### config.mk
export PLATFORM = sky130hd
export DESIGN_NAME = bus_tx_frame
export DESIGN_NICKNAME = d
export VERILOG_FILES = /design/src/rtl/bus_tx_frame.sv
export SDC_FILE = /design/constraint.sdc
export NUM_CORES = 1
export LEC_CHECK = 0
export BUFFER_PORTS_ARGS = -buffer_cell sky130_fd_sc_hd__buf_2
export CORE_MARGIN = 8
export CORE_UTILIZATION = 41
export DETAILED_ROUTE_END_ITERATION = 7
export MAX_ROUTING_LAYER = met4
export PLACE_DENSITY = 0.76
export SETUP_SLACK_MARGIN = 0.3
export SYNTH_ARGS = -nofsm -noshare
export SYNTH_HDL_FRONTEND = slang
export SYNTH_SLANG_ARGS = --single-unit
### constraint.sdc
create_clock -name clk -period 2.6 [get_ports clk]
set_clock_uncertainty 0.1 [all_clocks]
set_input_delay 0.52 -clock clk [delete_from_list [all_inputs] [get_ports clk]]
set_output_delay 0.52 -clock clk [all_outputs]
set_load 0.1 [all_outputs]
### src/rtl/bus_tx_frame.sv
// bus_tx_frame: builds a response frame (header, payload, checksum) into the transmit buffer
module bus_tx_frame (
    input  logic        clk,
    input  logic        reset,
    input  logic        resp_req,
    input  logic [7:0]  resp_cmd,
    input  logic [7:0]  resp_status,
    input  logic [23:0] resp_addr,
    input  logic [7:0]  resp_len,
    output logic        data_buf_rden,
    output logic [5:0]  data_buf_raddr,
    input  logic [7:0]  data_buf_rdata,
    output logic        tx_buf_wren,
    output logic [10:0] tx_buf_waddr,
    output logic [7:0]  tx_buf_wdata,
    output logic [10:0] tx_frame_len,
    output logic        tx_start,
    output logic        busy
);
    typedef enum logic [2:0] {IDLE, HDR, DATA, CSUM, DONE} state_t;

    state_t      state_q, state_d;
    logic [7:0]  cmd_q, status_q;
    logic [23:0] addr_q;
    logic [6:0]  len_q, len_clamped;
    logic [6:0]  idx_q, idx_d;
    logic [7:0]  csum_q, csum_d;
    logic [10:0] frame_len_q, frame_len_d;
    logic [7:0]  hdr_byte;
    logic        accept;

    assign accept       = (state_q == IDLE) && resp_req;
    assign len_clamped  = (resp_len > 8'd64) ? 7'd64 : resp_len[6:0];
    assign tx_buf_waddr = {4'd0, idx_q};
    assign tx_frame_len = frame_len_q;

    // State, byte index, running checksum and latched request fields
    always_ff @(posedge clk or posedge reset) begin
        if (reset) begin
            state_q     <= IDLE;
            idx_q       <= '0;
            csum_q      <= '0;
            frame_len_q <= '0;
            cmd_q       <= '0;
            status_q    <= '0;
            addr_q      <= '0;
            len_q       <= '0;
        end else begin
            state_q     <= state_d;
            idx_q       <= idx_d;
            csum_q      <= csum_d;
            frame_len_q <= frame_len_d;
            if (accept) begin
                cmd_q    <= resp_cmd;
                status_q <= resp_status;
                addr_q   <= resp_addr;
                len_q    <= len_clamped;
            end
        end
    end

    // Fixed header byte selected by the current write index
    always_comb begin
        case (idx_q)
            7'd0:    hdr_byte = 8'hA5;
            7'd1:    hdr_byte = cmd_q;
            7'd2:    hdr_byte = status_q;
            7'd3:    hdr_byte = {1'b0, len_q};
            7'd6:    hdr_byte = addr_q[23:16];
            7'd7:    hdr_byte = addr_q[15:8];
            7'd8:    hdr_byte = addr_q[7:0];
            default: hdr_byte = 8'h00;
        endcase
    end

    // Next state and outputs; payload reads run one index ahead of writes to hide RAM latency
    always_comb begin
        state_d       = state_q;
        idx_d         = idx_q;
        csum_d        = csum_q;
        frame_len_d   = frame_len_q;
        tx_buf_wren   = 1'b0;
        tx_buf_wdata  = 8'h00;
        data_buf_rden = 1'b0;
        tx_start      = 1'b0;
        busy          = (state_q != IDLE);
        case (state_q)
            IDLE: begin
                if (resp_req) begin
                    state_d = HDR;
                    idx_d   = '0;
                    csum_d  = '0;
                end
            end
            HDR: begin
                tx_buf_wren   = 1'b1;
                tx_buf_wdata  = hdr_byte;
                data_buf_rden = (idx_q == 7'd8) && (len_q != 7'd0);
                idx_d         = idx_q + 7'd1;
                if (idx_q == 7'd8)
                    state_d = (len_q == 7'd0) ? CSUM : DATA;
            end
            DATA: begin
                tx_buf_wren   = 1'b1;
                tx_buf_wdata  = data_buf_rdata;
                data_buf_rden = idx_q < (7'd8 + len_q);
                idx_d         = idx_q + 7'd1;
                if (idx_q == 7'd8 + len_q)
                    state_d = CSUM;
            end
            CSUM: begin
                tx_buf_wren  = 1'b1;
                tx_buf_wdata = csum_q;
                state_d      = DONE;
                frame_len_d  = 11'(len_q) + 11'd10;
            end
            DONE: begin
                tx_start = 1'b1;
                state_d  = IDLE;
            end
            default: state_d = IDLE;
        endcase
        if ((state_q == HDR && idx_q != 7'd0) || state_q == DATA)
            csum_d = csum_q ^ tx_buf_wdata;
    end

    assign data_buf_raddr = data_buf_rden ? 6'(idx_q - 7'd8) : 6'd0;
endmodule
Word level (Yosys, flattened, before mapping). Index checks and enable logic that the tools add are counted.

Bits in registers: 76. Bits of input ports: 59. Output and inout port bits: 40. Word-level logic and storage cells: 64.

Add/sub/neg operators: 4. Magnitude comparators: 2. Equal/unequal tests: 14. Muxes and demuxes: 17. Bitwise logic cells: 1. Reductions and logical operators: 18.

Operators with widths (number): $pmux 8 s7 (1); $mux 8 (3); $pmux 8 s3 (1); $eq 7x2->1 const B (2); $eq 7x3->1 const B (2); $logic_not 7->1 (2); $mux 7 (2); $pmux 7 s2 (1); $reduce_bool 7->1 (2); $pmux 3 s4 (1); $mux 3 (3); $add 7x4->8 const B (1); $gt 8x7->1 const B (1); $xor 8x8->8 (1); $add 4x7->7 const A (1); $add 7x1->7 const B (1); $eq 7x1->1 const B (1); $eq 7x4->1 const B (1); $eq 7x7->1 (1); $lt 7x7->1 (1); $eq 3x2->1 const B (2); $mux 6 (1); $ne 2x2->1 const B (3); $reduce_bool 2->1 (3); other kinds (13) (18).

Logic depth before layout (Yosys ltp). Gate-level depths: netlist of the first run.

Depth after elaboration: 5. Mapped depth: 9. Gate-level depth less buffers: 8.

Worst setup path before layout of the first run. Ideal clock, no wire load.

Kind: reg-to-output. From: register idx_q[1]. To: output port data_buf_raddr[2]. Arrival time: 4.385 ns. Required time: 1.980 ns. Slack: -2.405 ns. Stages on the path, launching flop included: 8. Buffers on the path: 0. Path through: dfrtp_1 -> ha_1 -> nor2b_1 -> o21a_1 -> o21a_1 -> o2111ai_1 -> nand3_1 -> a21boi_0.

Cells in the longest elaborated chain, start to end: 4. Elaborated cells between the ends (all ways): 6. Those cells by class: add/sub (1); order compare (1); eq/ne (1); mux (2); reduce/logical (1).

Ends and longest elaborated chain: from (decl) (line 26) `logic [6:0] idx_q, idx_d;`; from (signal assigned) (line 50) `idx_q <= idx_d;`; parallel branches: the longest is 3 deep, another holds $lt 7x7->1; $mux 6 (*) (line 127) `assign data_buf_raddr = data_buf_rden ? 6'(idx_q - 7'd8) : 6'd0;`; to (decl) (line 11) `output logic [5:0] data_buf_raddr,`.

Mark *: on every way between the ends.

Final worst setup path of the first run.
From: register idx_q[1]. To: output port data_buf_raddr[4].

Same word-level chain as after synthesis.

==> results.ini, run 1 <==
[status]
status = finished with violations
violations = negative setup slack

[sta]
clock.fmax_mhz = 323.5
setup_viol = 15
fin_tns_setup_ps = -5839
tightest_slew_ps = 591.5
post-route-period-util_pct = 118.9
min_period_ps = 3091
slew_headroom_pct = 60.57
final-hold-violation-count = 0
setup_ws_ps = -491.5
slew_viol_final = 0
rsz0062_at_grt = true

[clock_network]
cts_sinks = 73
cts_max_path_buffers = 2
clk_pin_slew_worst_paths_ps = 80
holdBufCountCts = 0
numCtsBuffers = 9
htreeDepth = 3
root_buffer = clkbuf_8
clock_latency_ps = 360
cts_tree = done

[logic_synthesis]
async_flop_share_pct = 100.0
ys_ff_latch = 73
yosysMostFrequentCell = dfrtp_1
synthesis.area_um2 = 4086
synth_enable_flop_cells = 0
yosysTopAreaCell = dfrtp_1
seq_area_frac_synth_pct = 44.70
yosysWarnings = 0
syn_avg_cell_area_um2 = 10.45
yosysTopAreaCellShare_pct = 44.70
synth_area_leaders = dfrtp_1 (45%), mux2_2 (14%), ha_1 (4.9%), nand2_1 (4.3%), a21oi_1 (2.4%)
synthFlopType = dfrtp_1
synth_cell_type_count = 49
synth_top_cells_by_count = dfrtp_1 (73), mux2_2 (52), nand2_1 (47)
syn-instance-count = 391

[setup_path]
r2r_end = csum_q[1]
worst_setup_path_start_kind = flop
r2r-start = idx_q[3]
worstPathMaxFanout = 4
reg2reg_depth = 8
end_kind = primary output
path_class = reg -> out
rrSetupSlack_ps = 270
arrival_ps = 2470
required_ps = 1980

[finish]
syn_to_final_growth_pct = 54.53
drive_gt1_share_pct = 59.71
n_antenna_cell = 0
register_area_um2 = 1841
fin_nets = 621
fin_cells = 684
fillCellCount = 731
multiInputGateArea_um2 = 2659

[placement]
io_buffers = 91
gp_congestion = 0.9046
dp.cells = 640
dpl.hpwl_mm = 9.154

[grt]
gr-total-overflow = 0
grt_pass1_vias = 3993
grt_max_degree = 74
grt_pass1_wl_mm = 20.13
grt_usage_pct = 19.70
antenna_found_initial = 0

[drt]
first_iter_violations = 159
wirelength_mm = 13.24
first_pass_iters = 4
drc = 0
dr_total_vias = 3703
via_per_inst = 5.414
ant_nets = 0
avgRoutedWirePerCell_um = 19.36

[min_path]
holdCritPathClass = in -> async

[die]
core-area_um2 = 9729
chipWidth_um = 115.8
dieArea_um2 = 13420
die_h_um = 115.8
rows = 36
start_util_pct = 42.00
io-pin-count = 99

[flow_run]
maxCapViolCount = 0

-- cell usage in the layout, fill, tap and decap left out, types with 5 or more instances in the layout --
cell,Yosys,layout
conb_1,1,7
a22o_1,6,6
nor2_1,20,16
a221o_1,6,6
buf_2,2,73
inv_1,11,8
mux2i_1,10,10
dfrtp_1,73,62
nand2b_1,5,5
a21oi_1,20,11
nand2_4,0,11
nand2_1,47,34
buf_4,7,59
dfrtp_2,0,11
buf_6,2,15
buf_12,0,20
a21oi_2,0,5
ha_1,16,9
mux2_2,52,52
a22oi_2,0,9
clkbuf_8,0,9
o21ai_0,12,11
xnor2_1,6,6
-- per-layer routing --
metal	track usage, %	wire (µm)
met1	22.37	5260
met2	32.79	6937
met4	8.470	278
met3	4.429	764
met5	-	0
-- registers in the layout (all words and copies together), names as in the netlist --
| signal | count |
|---|---|
| len_q | 7 |
| state_q | 3 |
| addr_q | 24 |
| status_q | 8 |
| csum_q | 8 |
| tx_frame_len | 8 |
| idx_q | 7 |
| cmd_q | 8 |
-- critical path, cell delays in order, from the launching register on --
cell       delay [ps]
dfrtp_2           440
buf_6             130
ha_4              210
nor2b_1           130
o21a_1            160
o21a_1            180
o2111ai_2         250
nand3_4           110
buf_8             170
a21oi_4           150
buf_12            190
-- layout make-up --
| class | instances | share of cell area, % |
|---|---|---|
| Clock inverter | 6 | 1.050 |
| Timing Repair Buffer | 169 | 22.29 |
| Tap cell | 133 | 2.635 |
| Multi-Input combinational cell | 282 | 42.10 |
| Sequential cell | 73 | 29.15 |
| Inverter | 11 | 0.7529 |
| Clock buffer | 10 | 2.021 |
-- cells by family (layout without fill, tap and decap cells) --
group / Yosys count / in the layout / share of synthesized area [%]
DFF: 73 / 73 / 44.70
and+or+nand+nor: 102 / 102 / 11.57
adders and majority gates: 16 / 16 / 4.899
other: 1 / 7 / 0.09177
buffers and inverters: 42 / 196 / 4.929
AOI/OAI and AO/OA: 85 / 85 / 14.88
muxes: 62 / 62 / 16.78
xor gates and xnor gates: 10 / 10 / 2.143
-- how the worst max path moves through the flow --
| stage | from | slack, ps | cells after the start | to |
|---|---|---|---|---|
| after CTS | idx_q[1] | -460 | 10 | data_buf_raddr[4] |
| after floorplan | idx_q[1] | -510 | 7 | data_buf_raddr[2] |
| after global routing | idx_q[1] | -590 | 10 | data_buf_raddr[4] |
| after detailed placement | idx_q[0] | -140 | 8 | tx_buf_wdata[2] |
| final | idx_q[1] | -490 | 10 | data_buf_raddr[4] |
| after global placement | idx_q[0] | -80 | 7 | tx_buf_wdata[5] |
-- what timing repair did --
item | CTS | global route
pin swaps | 16 | 24
endpoints found under the setup margin | 17 | 58
setup buffers | 13 | 15
resized for setup | 51 | 40
cloned | 0 | 0
-- through the flow --
| step | setup WS [ps] | hold WS [ps] | cell area [µm²] | util (%) |
|---|---|---|---|---|
| after floorplan | -513.6 | 342.5 | 4367 | - |
| after global placement | -79.16 | 356.5 | 5454 | 56.06 |
| after detailed placement | -143.6 | 364.9 | 5454 | 56.06 |
| after CTS | -458.2 | 165.2 | 5992 | 61.59 |
| after global routing | -585.0 | 179.8 | 6315 | 64.90 |
| final | -491.5 | 151.8 | 6315 | 64.90 |
Power of run 1 is left out: the tool's default activity adds up to more than one toggle a clock period on the data nets, which glitch-free logic cannot reach.
==> inputs of run 2 (changes only) <==
Settings changed: CAP_MARGIN from default to 20, TNS_END_PERCENT from default to 20.
==> results.ini, run 2 (synthesis results as in run 1) <==
[drt]
first_pass_iters = 4  ; unchanged
ant_nets = 0  ; unchanged
wirelength_mm = 11.73  ; was 13.24 mm
via_per_inst = 5.305  ; was 5.414
first_iter_violations = 286  ; was 159
avgRoutedWirePerCell_um = 17.70  ; was 19.36 µm
drc = 0  ; unchanged
dr_total_vias = 3517  ; was 3703

[finish]
drive_gt1_share_pct = 54.34  ; was 59.71%
multiInputGateArea_um2 = 2456  ; was 2659 µm²
largest_register = addr_q  ; unchanged
layout_common_cells = buf_2 (73), dfrtp_1 (64), mux2_2 (52)  ; was buf_2 (73), dfrtp_1 (62), buf_4 (59)
largest_reg_flops = 24  ; unchanged
register_area_um2 = 1838  ; was 1841 µm²
syn_to_final_growth_pct = 44.37  ; was 54.53%
fin_nets = 600  ; was 621
n_antenna_cell = 0  ; unchanged
final_common_cell = buf_2  ; unchanged
final_core_util_pct = 60.64  ; was 64.90%
fillCellCount = 777  ; was 731

[clock_network]
root_buffer = clkbuf_8  ; unchanged
holdBufCountCts = 0  ; unchanged
cts_sinks = 73  ; unchanged
clock_latency_ps = 350  ; was 360 ps
cts_max_path_buffers = 2  ; unchanged
cts_tree = done  ; unchanged
htreeDepth = 3  ; unchanged
clk_pin_slew_worst_paths_ps = 80  ; about the same
numCtsBuffers = 9  ; unchanged

[grt]
gr-total-overflow = 0  ; unchanged
antenna_found_initial = 0  ; unchanged
grt_usage_pct = 18.63  ; was 19.70%
grt_pass1_wl_mm = 18.86  ; was 20.13 mm
grt_max_degree = 74  ; unchanged
grt_pass1_vias = 3709  ; was 3993

[setup_path]
crit_end = data_buf_raddr[4]  ; unchanged
path_class = reg -> out  ; unchanged
arrival_ps = 2390  ; was 2470 ps
worst_setup_path_start_kind = flop  ; unchanged
reg2reg_depth = 7  ; was 8
crit_start = len_q[3]  ; was idx_q[1]
end_kind = primary output  ; unchanged
worstPathMaxFanout = 7  ; was 4
r2r-start = idx_q[4]  ; was idx_q[3]
required_ps = 1980  ; about the same
r2r_end = csum_q[6]  ; was csum_q[1]
rrSetupSlack_ps = 370  ; was 270 ps

[die]
rows = 36  ; unchanged
dieArea_um2 = 13420  ; unchanged
start_util_pct = 42.00  ; unchanged
core-area_um2 = 9729  ; unchanged
die_h_um = 115.8  ; unchanged
io-pin-count = 99  ; unchanged
chipWidth_um = 115.8  ; unchanged

[status]
status = finished with violations  ; unchanged
violations = negative setup slack  ; unchanged

[sta]
min_period_ps = 3008  ; was 3091 ps
tightest_slew_ps = 534.0  ; was 591.5 ps
setup_ws_ps = -408.4  ; was -491.5 ps
clock.fmax_mhz = 332.4  ; was 323.5 MHz
final-hold-violation-count = 0  ; unchanged
setup_viol = 15  ; unchanged
slew_headroom_pct = 64.33  ; was 60.57%
fin_tns_setup_ps = -4946  ; was -5839 ps
slew_viol_final = 0  ; unchanged
rsz0062_at_grt = true  ; unchanged
post-route-period-util_pct = 115.7  ; was 118.9%

[placement]
dpl.hpwl_mm = 8.946  ; was 9.154 mm
io_buffers = 91  ; unchanged
gp_congestion = 0.8632  ; was 0.9046
place_ws_ps = -124.3  ; was -143.6 ps

[min_path]
holdCritPathClass = in -> async  ; unchanged

[flow_run]
maxCapViolCount = 0  ; unchanged

[run 2: cell count changes in the layout (fill, tap and decap cells not counted), sizes merged]
| cell | before | now |
|---|---|---|
| clkinv | 4 | 1 |
| buf | 169 | 147 |
| clkinvlp | 1 | 2 |
| bufinv | 1 | 2 |
| inv | 11 | 13 |
[run 2: what timing repair did]
action                     in CTS  in global routing
gates resized for setup        37                 14
setup buffers                   4                  4
pin swaps                       5                  4
setup endpoints to repair      17                 18
[run 2: worst min path at each step]
stage	startpoint	to	slack, ps
floorplan	csum_q[0]	csum_q[0]	340
global placement	csum_q[7]	csum_q[7]	350
detailed placement	tx_frame_len[3]	tx_frame_len[3]	370
CTS	reset	addr_q[15]	160
global route	reset	tx_frame_len[3]	170
finish	reset	idx_q[4]	140
[run 2: cell type report]
cell class | instances | share of cell area (%)
Clock buffer | 9 | 2.100
Inverter | 11 | 0.6999
Tap cell | 133 | 2.821
Multi-Input combinational cell | 282 | 41.63
Sequential cell | 73 | 31.16
Timing Repair Buffer | 148 | 19.87
Clock inverter | 7 | 1.718
[run 2: metal layers]
layer | global-route usage (%) | wire [µm] | vias up
met5 | - | 0 | -
met4 | 7.001 | 218 | 0
met3 | 4.013 | 681 | 18
met2 | 30.44 | 5840 | 124
met1 | 22.08 | 4993 | 1716
li1 | - | - | 1659
[run 2: critical path, cell delays in order, from the launching register on]
cell	delay [ps]
dfrtp_1	430
ha_2	220
xnor2_2	140
ha_2	180
a2111oi_4	400
nand3_4	260
a21oi_4	210
buf_12	190
[run 2: through the flow]
stage / std cells / cell area, µm² / hold WS [ps]
final: 663 / 5899 / 143.0
after global routing: 663 / 5899 / 170.4
after CTS: 659 / 5788 / 155.1
after detailed placement: 639 / 5385 / 367.1
after global placement: 639 / 5385 / 353.9
after floorplan: 397 / 4308 / 342.5
Power of run 2 is left out for the same reason.
